## src/rtl/fpu_add_norm_round.sv

```systemverilog
// Post-add normalize/round stage of the FP adder.
// Normalizes the raw big-ALU sum one bit per cycle, rounds to nearest-even,
// flushes denormals to zero and hands a packed IEEE-754 word downstream.
module fpu_add_norm_round #(
  parameter int EXP_W  = 8,
  parameter int FRAC_W = 23
) (
  input  logic                    clk,
  input  logic                    rst_n,
  input  logic                    in_valid,
  output logic                    in_ready,
  input  logic                    in_sign,
  input  logic [EXP_W-1:0]        in_exp,
  input  logic [FRAC_W+4:0]       in_mant,
  output logic                    out_valid,
  input  logic                    out_ready,
  output logic [EXP_W+FRAC_W:0]   out_result,
  output logic                    out_ovf,
  output logic                    out_unf,
  output logic                    out_zero
);
  localparam int MW = FRAC_W + 5;
  // Exponent is carried one bit wider so increments/decrements never wrap.
  localparam logic [EXP_W:0] EXP_MAX = {1'b0, {EXP_W{1'b1}}};
  localparam logic [EXP_W:0] EXP_ONE = {{EXP_W{1'b0}}, 1'b1};

  typedef enum logic [1:0] {IDLE, NORM, ROUND, DONE} stateE;

  stateE                 state, stateN;
  logic                  signR, signN;
  logic [EXP_W:0]        expR, expN;
  logic [MW-1:0]         mantR, mantN;
  logic [EXP_W+FRAC_W:0] resR, resN;
  logic                  ovfR, ovfN, unfR, unfN, zeroR, zeroN;

  // Rounding helpers: only the stored fraction is added to, since the hidden
  // bit is always set in ROUND, a carry out of the fraction is the mantissa carry.
  logic                  rndUp;
  logic [FRAC_W:0]       fracSum;
  logic [EXP_W:0]        expInc;

  // Held low while reset is asserted so upstream never sees a phantom accept.
  assign in_ready   = rst_n && (state == IDLE);
  assign out_valid  = (state == DONE);
  assign out_result = resR;
  assign out_ovf    = ovfR;
  assign out_unf    = unfR;
  assign out_zero   = zeroR;

  // Round-to-nearest-even increment and incremented exponent for ROUND.
  always_comb begin
    rndUp   = mantR[2] & (mantR[1] | mantR[0] | mantR[3]);
    fracSum = {1'b0, mantR[MW-3:3]} + {{FRAC_W{1'b0}}, rndUp};
    expInc  = expR + EXP_ONE;
  end

  // Next-state and datapath update, one normalization action per cycle.
  always_comb begin
    stateN = state;
    signN  = signR;
    expN   = expR;
    mantN  = mantR;
    resN   = resR;
    ovfN   = ovfR;
    unfN   = unfR;
    zeroN  = zeroR;
    unique case (state)
      IDLE: begin
        if (in_valid) begin
          signN = in_sign;
          expN  = {1'b0, in_exp};
          mantN = in_mant;
          ovfN  = 1'b0;
          unfN  = 1'b0;
          zeroN = 1'b0;
          if (&in_exp) begin
            // Inf/NaN: pass the fraction through untouched.
            resN   = {in_sign, in_exp, in_mant[MW-3:3]};
            stateN = DONE;
          end else begin
            stateN = NORM;
          end
        end
      end
      NORM: begin
        if (mantR == '0) begin
          resN   = '0;
          zeroN  = 1'b1;
          stateN = DONE;
        end else if (mantR[MW-1]) begin
          // Carry: shift right, folding the dropped bit into sticky.
          mantN = {1'b0, mantR[MW-1:2], mantR[1] | mantR[0]};
          expN  = expInc;
          if (expInc == EXP_MAX) begin
            resN   = {signR, {EXP_W{1'b1}}, {FRAC_W{1'b0}}};
            ovfN   = 1'b1;
            stateN = DONE;
          end
        end else if (mantR[MW-2]) begin
          stateN = ROUND;
        end else if (expR <= EXP_ONE) begin
          // Would go denormal: flush to signed zero.
          resN   = {signR, {(EXP_W+FRAC_W){1'b0}}};
          unfN   = 1'b1;
          stateN = DONE;
        end else begin
          mantN = {mantR[MW-2:0], 1'b0};
          expN  = expR - EXP_ONE;
        end
      end
      ROUND: begin
        if (fracSum[FRAC_W]) begin
          resN = {signR, expInc[EXP_W-1:0], {FRAC_W{1'b0}}};
          expN = expInc;
          ovfN = (expInc == EXP_MAX);
        end else begin
          resN = {signR, expR[EXP_W-1:0], fracSum[FRAC_W-1:0]};
        end
        stateN = DONE;
      end
      DONE: begin
        if (out_ready) stateN = IDLE;
      end
      default: stateN = IDLE;
    endcase
  end

  // State and datapath registers; reset aborts any op in flight.
  always_ff @(posedge clk or negedge rst_n) begin
    if (!rst_n) begin
      state <= IDLE;
      signR <= 1'b0;
      expR  <= '0;
      mantR <= '0;
      resR  <= '0;
      ovfR  <= 1'b0;
      unfR  <= 1'b0;
      zeroR <= 1'b0;
    end else begin
      state <= stateN;
      signR <= signN;
      expR  <= expN;
      mantR <= mantN;
      resR  <= resN;
      ovfR  <= ovfN;
      unfR  <= unfN;
      zeroR <= zeroN;
    end
  end
endmodule

```

## config.mk

```make
export PLATFORM = sky130hd
export DESIGN_NAME = fpu_add_norm_round
export DESIGN_NICKNAME = d
export VERILOG_FILES = /design/src/rtl/fpu_add_norm_round.sv
export SDC_FILE = /design/constraint.sdc
export NUM_CORES = 1
export LEC_CHECK = 0
export ABC_AREA = 1
export ABC_CLOCK_PERIOD_IN_PS = 2200
export BUFFER_PORTS_ARGS = -buffer_cell sky130_fd_sc_hd__buf_2
export CORE_MARGIN = 2
export CORE_UTILIZATION = 58
export DETAILED_ROUTE_END_ITERATION = 12
export PLACE_DENSITY = 0.81
export SLEW_MARGIN = 0
export SYNTH_ARGS = -nofsm -noshare
export SYNTH_HDL_FRONTEND = slang
export SYNTH_SLANG_ARGS = --single-unit
```

## constraint.sdc

```tcl
create_clock -name clk -period 2.2 [get_ports clk]
set_input_delay 0.11 -clock clk [delete_from_list [all_inputs] [get_ports clk]]
set_output_delay 0.11 -clock clk [all_outputs]
set_load 0.01 [all_outputs]
```

==> results of run 1 <==
cells by family after synthesis:
logic type	count (synthesis)	synth area share, %
xor+xnor	17	2.74
buf+inv	119	9.09
compound gates	109	10.6
flops	75	34.5
simple gates	540	40.7
fa+ha+maj	10	2.30
final cells by class:
class	count	area share, %
Multi-Input combinational cell	676	48.5
Sequential cell	75	28.8
Timing Repair Buffer	125	12.7
Inverter	81	4.68
Tap cell	111	2.12
Clock buffer	9	1.89
Clock inverter	7	1.22
routing by layer:
layer / share of wire (%) / track usage (%) / up-vias
met2: 47 / 58.3 / 339
met1: 41 / 44.9 / 2853
met5: 0 / 0 / -
met4: 4.5 / 16.9 / 0
li1: - / - / 2948
met3: 7.9 / 4.37 / 69
synthesized netlist by cell type:
cell      count  area share (%)
nand2_1     360              25
o21ai_0      83             7.6
inv_1        79             5.5
nand3_1      78             7.2
nor2_1       77             5.3
dfrtp_1      75              35
xor2_1       16             2.6
clkbuf_1     15             1.0
o22ai_1      14             1.6
buf_2        13             1.2
ha_1         10             2.3
nand4_1       8            0.92
buf_4         6            0.83
nand2_2       5            0.58
nor2_2        5            0.58
a21oi_1       4            0.37
a211oi_1      2            0.28
buf_1         2            0.14
inv_2         2            0.14
nor3_1        2            0.18
o211ai_1      2            0.28
o21ai_1       2            0.18
a21oi_2       1            0.16
a31oi_1       1            0.12
and3_1        1            0.12
buf_6         1            0.21
clkbuf_2      1           0.092
nor2_4        1            0.21
nor2_8        1            0.37
nor3_4        1            0.30
nor3b_1       1            0.14
xnor2_1       1            0.16
timing repair:
action | 4_1_cts | 5_1_grt
resized for setup | 2 | 41
pin swaps | 0 | 9
endpoints found under the setup margin | 2 | 58
hold buffers | 2 | 0
gates cloned | 0 | 3
buffers inserted | 0 | 11
hold endpoints to repair | 29 | 0
power breakdown:
group / internal [mW] / switching (mW)
Combinational: 2.42 / 4.39
Clock: 0.544 / 0.625
Sequential: 2.00 / 0.630
layout by cell type, fill, tap and decap left out, drive strengths merged:
master and instances:
a211oi 2, a21oi 5, a31oi 1, and3 1
buf 121, bufinv 1, clkbuf 11, clkinv 1
clkinvlp 1, dfrtp 75, dlygate4sd3 2, ha 10
inv 85, nand2 365, nand3 78, nand4 8
nor2 84, nor3 3, nor3b 1, o211ai 2
o21ai 85, o22ai 14, xnor2 1, xor2 16
per-stage QoR:
stage                     worst slack, ns  hold slack, ns  instance area, um2  power [mW]
final                              0.0415         0.00243                6540        10.6
after global routing               -0.136          0.0279                6540        11.4
after CTS                          0.0142         0.00355                6280        9.89
after detailed placement           -0.123          0.0918                6050        8.69
after floorplan                     0.244          -0.186                5440        6.58
after global placement             -0.119          0.0804                6050        8.55
final timing paths:
| check | slack (ns) | from | to |
|---|---|---|---|
| max | 0.04 | expR[0] | out_result[4] |
| min | 0.002 | in_mant[27] | mantR[27] |
| max reg2reg | 0.04 | expR[0] | out_result[4] |
| min reg2reg | 0.48 | out_result[9] | out_result[9] |
| max in group asynchronous | 1.24 | rst_n | mantR[20] |
| min in group asynchronous | 0.24 | rst_n | out_result[23] |
tightest hold or removal path: cells and delay by family:
kind,cells,cell delay [ns]
buf+inv,1,0.08
compound gates,1,0.07
simple gates,1,0.06
flip-flops by register name (all words and copies together) (netlist names):
name and flops:
out_result 32, mantR 28, expR 9, state 2
out_ovf 1, out_unf 1, out_zero 1, signR 1
==> insert_results.sql, run 1 <==
INSERT INTO impl_metrics (metric_group, metric, value, unit) VALUES
('outcome', 'outcome', 'finished clean', ''),
('timing', 'final-hold-violation-count', '0', ''),
('worst_setup_path', 'critical_path.max_fanout', '7', ''),
('worst_setup_path', 'worst-setup-path-type', 'reg -> reg', ''),
('synthesis', 'synth-seq-area-share', '34.5', '%'),
('clock_tree', 'htreeDepth', '3', ''),
('worst_setup_path', 'worstPathCellList', 'buf_4, nand3_2, nor2_1, nand2_1, nand2_1, nand2_1, nor2_1, nand2_1, nand2_2, nand2_2, nor2_4, clkbuf_16, nand2_1, nand2_1', ''),
('routing', 'detail_route.drc_violations', '0', ''),
('timing', 'maxClockFrequency', '463', 'MHz'),
('worst_setup_path', 'crit_arrival', '2.46', 'ns'),
('synthesis', 'ys_seq_elements', '75', ''),
('synthesis', 'yosys_warnings', '0', ''),
('timing', 'slew_headroom', '64.9', '%'),
('global_route', 'first_global_vias', '5715', ''),
('finish', 'final_layout_size_suffix_gt1_share', '19.4', '%'),
('die', 'boundaryPins', '78', ''),
('clock_tree', 'clock_path_buffers', '2', ''),
('timing', 'final_number_of_max_transition_violations', '0', ''),
('routing', 'totalWireLength', '17.9', 'mm'),
('global_route', 'grt_start_max_net_pins', '51', ''),
('worst_setup_path', 'r2r.worst_path.cells', '14', ''),
('die', 'chipWidth', '101', 'um'),
('global_route', 'global_router_s_overall_resource_usage', '34.9', '%'),
('finish', 'finish.net_count', '1019', ''),
('global_route', 'antenna_found_initial', '0', ''),
('worst_setup_path', 'critPathLaunchType', 'register', ''),
('worst_setup_path', 'critical_path.most_common_cell', 'nand2_1', ''),
('timing', 'setup_tns', '0', 'ns'),
('timing', 'final.setup_skew', '0.0184', 'ns'),
('worst_setup_path', 'critical_path_cell_count', '14', ''),
('clock_tree', 'cts-buffers-inserted', '9', ''),
('global_route', 'grt_overflow_total', '0', ''),
('clock_tree', 'cts.sink_count', '75', ''),
('timing', 'min_period_over_period', '98.1', '%'),
('power', 'vdd_drop_max', '0.000786', 'V'),
('synthesis', 'number_of_cells_produced_by_synthesis', '870', ''),
('finish', 'post-route-util', '71.5', '%'),
('worst_setup_path', 'critical_path.top_delay_family', 'simple AND/OR/NAND/NOR gates', ''),
('timing', 'unrepaired_setup_endpoints_after_global_routing', 'true', ''),
('timing', 'report.final.setup_viol', '0', ''),
('worst_setup_path', 'path_buf_inv', '2', ''),
('routing', 'final_antenna_net_count', '0', ''),
('synthesis', 'synth.cell_area', '5440', 'um2'),
('clock_tree', 'clkTransAtPathRegs', '0.09', 'ns'),
('worst_setup_path', 'worstPathRequired', '2.50', 'ns'),
('timing', 'period_minus_slack', '2.16', 'ns'),
('die', 'design.core.area', '9150', 'um2'),
('worst_setup_path', 'timing.critical_path.to_type', 'register', ''),
('finish', 'filler_cell_count', '804', ''),
('placement', 'port_buffers', '77', ''),
('routing', 'average_via_count_per_standard_cell', '5.73', ''),
('die', 'initial_standard_cell_utilization_of_the_core', '59.4', '%'),
('flow_run', 'maxCapViolCount', '0', ''),
('finish', 'finalNonFillerCells', '1084', ''),
('clock_tree', 'cts-root-buf', 'clkbuf_8', ''),
('synthesis', 'avgSynthCellArea', '6.25', 'um2'),
('placement', 'post-dp-hpwl', '12.4', 'mm'),
('min_path', 'worst_hold_check_path_type', 'in -> reg', ''),
('placement', 'gpl_congestion', '0.966', ''),
('clock_tree', 'tritoncts_clock_tree', 'done', ''),
('finish', 'multi_input_comb_area', '3180', 'um2'),
('power', 'cellLeakagePower', '3.49', 'nW'),
('worst_setup_path', 'critical-path-slowest-cell', 'dfrtp_2', ''),
('finish', 'area_growth_syn_to_layout', '20.3', '%'),
('placement', 'placed_cells_incl_taps', '1052', ''),
('routing', 'detailedRoute.firstIterationViolations', '598', ''),
('die', 'die_height', '101', 'um'),
('synthesis', 'synth.distinct_cells', '32', ''),
('die', 'rows', '35', ''),
('routing', 'routed_wire_length_per_instance', '16.5', 'um'),
('die', 'die_area', '10200', 'um2'),
('routing', 'dr_total_vias', '6209', ''),
('routing', 'drt_pass1_iterations', '7', ''),
('synthesis', 'postSynthNetCount', '921', ''),
('global_route', 'global_route_wire_length_before_repair', '27.8', 'mm'),
('min_path', 'hold_path_stages', '3', ''),
('power', 'pwr_density_cell', '1620', 'nW/um2'),
('worst_setup_path', 'crit_path_max_incr_delay', '0.43', 'ns'),
('timing', 'max_slew.worst_pin.slew', '0.524', 'ns'),
('clock_tree', 'clock_latency_at_the_later_pin_of_the_worst_skew_pair', '0.36', 'ns'),
('finish', 'diodes', '0', ''),
('finish', 'seqCellArea', '1890', 'um2');
Power figures use the tool's default switching activity.
==> run 2: changes to the inputs <==
--- a/config.mk
+++ b/config.mk
@@ -6,7 +6,7 @@
 export NUM_CORES = 1
 export LEC_CHECK = 0
 export ABC_AREA = 1
-export ABC_CLOCK_PERIOD_IN_PS = 2200
+export ABC_CLOCK_PERIOD_IN_PS = 2100
 export BUFFER_PORTS_ARGS = -buffer_cell sky130_fd_sc_hd__buf_2
 export CORE_MARGIN = 2
 export CORE_UTILIZATION = 58
==> constraint.sdc (replaced) <==
create_clock -name clk -period 2.1 [get_ports clk]
set_input_delay 0.105 -clock clk [delete_from_list [all_inputs] [get_ports clk]]
set_output_delay 0.105 -clock clk [all_outputs]
set_load 0.01 [all_outputs]
==> run 2 against run 1 <==
  * The flow now finishes with violations (negative setup slack)
  * Highest routed layer unchanged
  * Largest power group unchanged
  * Power increased by 4.6%
  * Critical path type unchanged
  * Clock-buffer cell count stayed put
  * Sequential cell count did not move
==> insert_results.sql, run 2 (synthesized netlist as in run 1, its figures left out) <==
INSERT INTO impl_metrics (metric_group, metric, value, unit) VALUES
('power', 'vdd_drop_max', '0.000820', 'V'),
('finish', 'area_growth_syn_to_layout', '20.4', '%'),
('finish', 'diodes', '0', ''),
('die', 'chipWidth', '101', 'um'),
('timing', 'final.setup_skew', '0.0155', 'ns'),
('global_route', 'grt_overflow_total', '0', ''),
('timing', 'maxClockFrequency', '470', 'MHz'),
('worst_setup_path', 'worst-setup-path-type', 'reg -> reg', ''),
('global_route', 'groute.layer.met2.usage', '57.8', '%'),
('routing', 'average_via_count_per_standard_cell', '5.76', ''),
('global_route', 'antenna_found_initial', '0', ''),
('timing', 'period_minus_slack', '2.13', 'ns'),
('worst_setup_path', 'worstPathRequired', '2.40', 'ns'),
('outcome', 'outcome', 'complete, but fails checks', ''),
('global_route', 'top_usage_layer', 'met2', ''),
('timing', 'final_number_of_max_transition_violations', '0', ''),
('global_route', 'first_global_vias', '5699', ''),
('timing', 'min_period_over_period', '101', '%'),
('routing', 'detailedRoute.firstIterationViolations', '656', ''),
('min_path', 'worst_hold_check_path_type', 'in -> reg', ''),
('timing', 'hold_slack', '0.0192', 'ns'),
('worst_setup_path', 'critical-path-slowest-cell', 'dfrtp_1', ''),
('timing', 'timing.final.ws_setup', '-0.0272', 'ns'),
('clock_tree', 'cts-root-buf', 'clkbuf_8', ''),
('finish', 'finalNonFillerCells', '1082', ''),
('routing', 'routed_wire_length_per_instance', '16.5', 'um'),
('routing', 'final_antenna_net_count', '0', ''),
('worst_setup_path', 'critical_path.max_fanout', '17', ''),
('die', 'rows', '35', ''),
('worst_setup_path', 'worstPathCellList', 'nand2_1, nor2_1, nand2_1, inv_2, a21oi_2, nand2_1, buf_4, o21ai_0, nand2_2, nand2_1', ''),
('power', 'totalPowerFinal', '11.1', 'mW'),
('global_route', 'global_router_s_overall_resource_usage', '35.2', '%'),
('routing', 'drt_pass1_iterations', '6', ''),
('finish', 'final_layout_size_suffix_gt1_share', '19.4', '%'),
('clock_tree', 'htreeDepth', '3', ''),
('placement', 'dpl_cell_area', '6090', 'um2'),
('timing', 'report.final.setup_viol', '1', ''),
('clock_tree', 'cts.sink_count', '75', ''),
('die', 'die_height', '101', 'um'),
('global_route', 'grt_start_max_net_pins', '76', ''),
('clock_tree', 'tritoncts_clock_tree', 'done', ''),
('finish', 'post-route-util', '71.5', '%'),
('die', 'boundaryPins', '78', ''),
('clock_tree', 'clock_latency_at_the_later_pin_of_the_worst_skew_pair', '0.36', 'ns'),
('power', 'cellLeakagePower', '3.49', 'nW'),
('timing', 'setup_tns', '-0.0272', 'ns'),
('worst_setup_path', 'timing.critical_path.to_type', 'register', ''),
('die', 'die_area', '10200', 'um2'),
('routing', 'dr_total_vias', '6231', ''),
('timing', 'max_slew.worst_pin.slew', '0.450', 'ns'),
('placement', 'post-dp-hpwl', '12.5', 'mm'),
('worst_setup_path', 'critPathLaunchType', 'register', ''),
('timing', 'slew_headroom', '69.7', '%'),
('routing', 'detail_route.drc_violations', '0', ''),
('worst_setup_path', 'crit_path_max_incr_delay', '0.48', 'ns'),
('worst_setup_path', 'critical_path.most_common_cell', 'nand2_1', ''),
('placement', 'placement.setup.worst_slack', '-0.165', 'ns'),
('worst_setup_path', 'r2r_slack', '-0.03', 'ns'),
('placement', 'gpl_congestion', '1.03', ''),
('global_route', 'global_route_wire_length_before_repair', '28.0', 'mm'),
('worst_setup_path', 'crit_arrival', '2.43', 'ns'),
('die', 'design.core.area', '9150', 'um2'),
('finish', 'most_frequent_cells_in_the_layout', '342 x nand2_1, 79 x o21ai_0, 77 x nand3_1, 76 x buf_2, 75 x inv_1', ''),
('finish', 'finish.net_count', '1017', ''),
('routing', 'totalWireLength', '17.8', 'mm'),
('timing', 'unrepaired_setup_endpoints_after_global_routing', 'true', ''),
('clock_tree', 'clkTransAtPathRegs', '0.10', 'ns'),
('finish', 'number_of_flip_flops_in_the_largest_register', '32', ''),
('outcome', 'failed_checks', 'negative setup slack', ''),
('global_route', 'gr-usage-met1', '46.4', '%'),
('power', 'pwr_density_cell', '1700', 'nW/um2'),
('clock_tree', 'clock_path_buffers', '2', ''),
('finish', 'mostFrequentLayoutCell', 'nand2_1', ''),
('timing', 'final-hold-violation-count', '0', ''),
('clock_tree', 'cts-buffers-inserted', '9', ''),
('finish', 'finalInstanceArea', '6550', 'um2'),
('flow_run', 'maxCapViolCount', '0', ''),
('placement', 'placed_cells_incl_taps', '1055', ''),
('global_route', 'grt.met3_usage', '4.51', '%'),
('placement', 'port_buffers', '77', ''),
('die', 'initial_standard_cell_utilization_of_the_core', '59.4', '%');
run 2: cell types whose count changed in the layout (fill, tap and decap cells not counted), moves of 2 or more:
cell        delta
buf_12         +2
buf_4          -6
clkinvlp_4     +2
dfrtp_1        +4
dfrtp_2        -4
nand2_1        -8
nand2_2        +8
nand3_1        +2
nand3_2        -2
o21ai_0        -3
o21ai_1        +2
run 2: routing by layer:
| metal | vias up | routed length [um] |
|---|---|---|
| met5 | - | 0 |
| met4 | 0 | 843 |
| met3 | 75 | 1470 |
| met2 | 359 | 8440 |
| met1 | 2858 | 7070 |
| li1 | 2939 | - |
run 2: cell type report:
class / count / area (um2)
clock inverters: 7 / 57.6
clock buffers: 9 / 124
fillers: 792 / 2610
flip-flops and latches: 75 / 1880
repair buffers: 123 / 853
well taps: 111 / 139
multi-input cells: 676 / 3180
inverters: 81 / 308
run 2: path summary, 6_finish.rpt:
kind	cells after the start	to	from
max in group asynchronous	3	mantR[15]	rst_n
worst max-delay path	10	out_result[4]	mantR[8]
worst min-delay path	3	mantR[27]	in_mant[27]
worst max register to register	10	out_result[4]	mantR[8]
worst min register to register	2	out_ovf	out_ovf
min in group asynchronous	3	out_ovf	rst_n
run 2: worst max-delay path: cells and delay by family (launching register included):
family | cells | cell delay (ns)
AO/OA/AOI/OAI | 2 | 0.66
AND/OR/NAND/NOR | 6 | 0.63
flip-flops | 1 | 0.48
buffers and inverters | 2 | 0.29
run 2: what timing repair did:
item	CTS	global route
setup buffers	0	6
resized for setup	7	43
endpoints found under the setup margin	45	64
pin swaps	0	15
hold buffers	3	0
endpoints found under the hold margin	76	0
gates cloned	0	2
run 2: report_power, final:
group	internal, mW	leakage [nW]	switching [mW]
Combinational	2.61	2.44	4.61
Sequential	2.09	0.953	0.675
Clock	0.449	0.0886	0.668
Total	5.15	3.49	5.95
==> run 3: changes to the inputs <==
--- a/config.mk
+++ b/config.mk
@@ -11,6 +11,7 @@
 export CORE_MARGIN = 2
 export CORE_UTILIZATION = 58
 export DETAILED_ROUTE_END_ITERATION = 12
+export HOLD_SLACK_MARGIN = 0.06
 export PLACE_DENSITY = 0.81
 export SLEW_MARGIN = 0
 export SYNTH_ARGS = -nofsm -noshare
==> run 3 against run 2 <==
  * The run still ends with negative setup slack left
  * Register-to-register slack barely moved
  * Fmax shrank 0.60%
  * Sequential share of layout area about the same
  * Cell count is essentially flat
  * Clock power about the same
  * Clock-buffer cell count unchanged
  * Non-clock buffer count is 1 higher
  * Combinational power about the same
  * Global-route usage about the same
  * Sequential power hardly changed
  * Critical path type unchanged
  * Largest cell class unchanged
  * Largest power group unchanged
  * Highest routed layer unchanged
==> insert_results.sql, run 3 (synthesized netlist as in run 1, its figures left out) <==
INSERT INTO impl_metrics (metric_group, metric, value, unit) VALUES
('outcome', 'outcome', 'complete, but fails checks', ''),
('outcome', 'failed_checks', 'negative setup slack', ''),
('clock_tree', 'cts-buffers-inserted', '9', ''),
('global_route', 'first_global_vias', '5688', ''),
('routing', 'detailedRoute.firstIterationViolations', '628', ''),
('worst_setup_path', 'critical_path.most_common_cell', 'nand2_1', ''),
('min_path', 'worst_hold_check_path_type', 'in -> reg', ''),
('worst_setup_path', 'worst-setup-path-type', 'reg -> reg', ''),
('die', 'initial_standard_cell_utilization_of_the_core', '59.4', '%'),
('die', 'die_area', '10200', 'um2'),
('finish', 'filler_cell_count', '790', ''),
('worst_setup_path', 'worstPathCellList', 'nand2_1, nor2_1, nand2_1, inv_2, a21oi_2, nand2_1, buf_4, o21ai_0, nand2_2, nand2_1', ''),
('worst_setup_path', 'crit_path_max_incr_delay', '0.48', 'ns'),
('power', 'pwr_density_cell', '1690', 'nW/um2'),
('finish', 'mostFrequentLayoutCell', 'nand2_1', ''),
('clock_tree', 'cts-root-buf', 'clkbuf_8', ''),
('power', 'vdd_drop_max', '0.000822', 'V'),
('finish', 'finalInstanceArea', '6560', 'um2'),
('timing', 'min_period_over_period', '102', '%'),
('die', 'die_height', '101', 'um'),
('min_path', 'hold_path_stages', '5', ''),
('global_route', 'grt_start_max_net_pins', '76', ''),
('placement', 'gpl_congestion', '1.03', ''),
('timing', 'unrepaired_setup_endpoints_after_global_routing', 'true', ''),
('worst_setup_path', 'path_buf_inv', '2', ''),
('worst_setup_path', 'worstPathRequired', '2.40', 'ns'),
('timing', 'report.final.setup_viol', '6', ''),
('finish', 'most_frequent_cells_in_the_layout', '342 x nand2_1, 79 x o21ai_0, 77 x nand3_1, 76 x buf_2, 75 x inv_1', ''),
('global_route', 'grt_overflow_total', '0', ''),
('timing', 'timing.final.ws_setup', '-0.0401', 'ns'),
('finish', 'number_of_flip_flops_in_the_largest_register', '32', ''),
('placement', 'post-dp-hpwl', '12.5', 'mm'),
('clock_tree', 'clock_path_buffers', '2', ''),
('worst_setup_path', 'critPathLaunchType', 'register', ''),
('timing', 'slew_headroom', '71.8', '%'),
('power', 'totalPowerFinal', '11.1', 'mW'),
('clock_tree', 'clock_latency_at_the_later_pin_of_the_worst_skew_pair', '0.36', 'ns'),
('timing', 'final_number_of_max_transition_violations', '0', ''),
('die', 'chipWidth', '101', 'um'),
('worst_setup_path', 'critical_path.top_delay_family', 'compound AO/OA/AOI/OAI gates', ''),
('finish', 'final_layout_size_suffix_gt1_share', '19.3', '%'),
('placement', 'dpl_cell_area', '6090', 'um2'),
('worst_setup_path', 'critical_path_cell_count', '10', ''),
('routing', 'drt_pass1_iterations', '5', ''),
('timing', 'max_slew.worst_pin.slew', '0.418', 'ns'),
('timing', 'final.setup_skew', '0.0176', 'ns'),
('routing', 'dr_total_vias', '6284', ''),
('worst_setup_path', 'critical-path-slowest-cell', 'dfrtp_1', ''),
('finish', 'area_growth_syn_to_layout', '20.6', '%'),
('timing', 'period_minus_slack', '2.14', 'ns'),
('clock_tree', 'htreeDepth', '3', ''),
('worst_setup_path', 'r2r.worst_path.cells', '10', ''),
('global_route', 'global_route_wire_length_before_repair', '28.0', 'mm'),
('worst_setup_path', 'critical_path.max_fanout', '17', ''),
('routing', 'final_antenna_net_count', '0', ''),
('routing', 'routed_wire_length_per_instance', '16.4', 'um'),
('die', 'design.core.area', '9150', 'um2'),
('flow_run', 'maxCapViolCount', '0', ''),
('worst_setup_path', 'timing.critical_path.to_type', 'register', ''),
('global_route', 'antenna_found_initial', '0', ''),
('finish', 'finish.net_count', '1018', ''),
('routing', 'detail_route.drc_violations', '0', ''),
('die', 'rows', '35', ''),
('timing', 'setup_tns', '-0.0621', 'ns'),
('timing', 'maxClockFrequency', '467', 'MHz'),
('power', 'cellLeakagePower', '3.49', 'nW'),
('clock_tree', 'clkTransAtPathRegs', '0.10', 'ns'),
('clock_tree', 'cts.sink_count', '75', ''),
('worst_setup_path', 'crit_arrival', '2.44', 'ns'),
('global_route', 'global_router_s_overall_resource_usage', '35.2', '%'),
('timing', 'final-hold-violation-count', '0', ''),
('routing', 'totalWireLength', '17.8', 'mm'),
('finish', 'diodes', '0', ''),
('clock_tree', 'tritoncts_clock_tree', 'done', ''),
('routing', 'average_via_count_per_standard_cell', '5.80', ''),
('placement', 'port_buffers', '77', ''),
('die', 'boundaryPins', '78', '');
[run 3: routing by layer]
metal	share of wire, %	GRT usage, %	vias to the layer above
met5	0	0	-
met4	4.5	16.2	0
met3	8.2	4.44	71
met2	48	57.6	372
met1	40	46.5	2895
li1	-	-	2946
[run 3: layout make-up]
class | instances | area [um2] | share of cell area (%)
Clock buffer | 9 | 124 | 1.89
Clock inverter | 7 | 57.6 | 0.878
Inverter | 81 | 308 | 4.69
Multi-Input combinational cell | 676 | 3180 | 48.6
Sequential cell | 75 | 1880 | 28.7
Tap cell | 111 | 139 | 2.12
Timing Repair Buffer | 124 | 863 | 13.2
[run 3: final timing paths]
path	from	endpoint	slack, ns
max in group asynchronous	rst_n	mantR[21]	1.43
hold / removal	in_mant[4]	out_result[1]	0.07
setup / recovery	mantR[8]	out_result[4]	-0.04
min in group asynchronous	rst_n	expR[4]	0.33
hold reg to reg	out_ovf	out_ovf	0.48
setup reg to reg	mantR[8]	out_result[4]	-0.04
[run 3: worst register-to-register path, delay by kind of cell, from the launching register on]
kind | cells | cell delay [ns]
compound gates | 2 | 0.65
buf+inv | 2 | 0.29
flops | 1 | 0.48
simple gates | 6 | 0.65
[run 3: power by group]
group	switching, mW	internal, mW	total [mW]
Sequential	0.679	2.09	2.77
Clock	0.670	0.449	1.12
Combinational	4.61	2.61	7.22
Total	5.96	5.15	11.1
[run 3: repair_timing]
action                     4_1_cts  5_1_grt
hold endpoints to repair        77        0
pin swaps                        0       15
setup endpoints to repair       45       64
buffers inserted                 0        6
hold buffers                     4        0
gates resized for setup          7       43
gates cloned                     0        2
[run 3: stage by stage]
stage	worst slack (ns)	hold slack (ns)	std cells	utilization, %
floorplan	0.144	-0.191	870	-
global placement	-0.179	0.180	1055	66.5
detailed placement	-0.165	0.192	1055	66.5
CTS	0.0152	0.0679	1075	69.2
global route	-0.157	0.0946	1083	71.6
finish	-0.0401	0.0702	1083	71.6
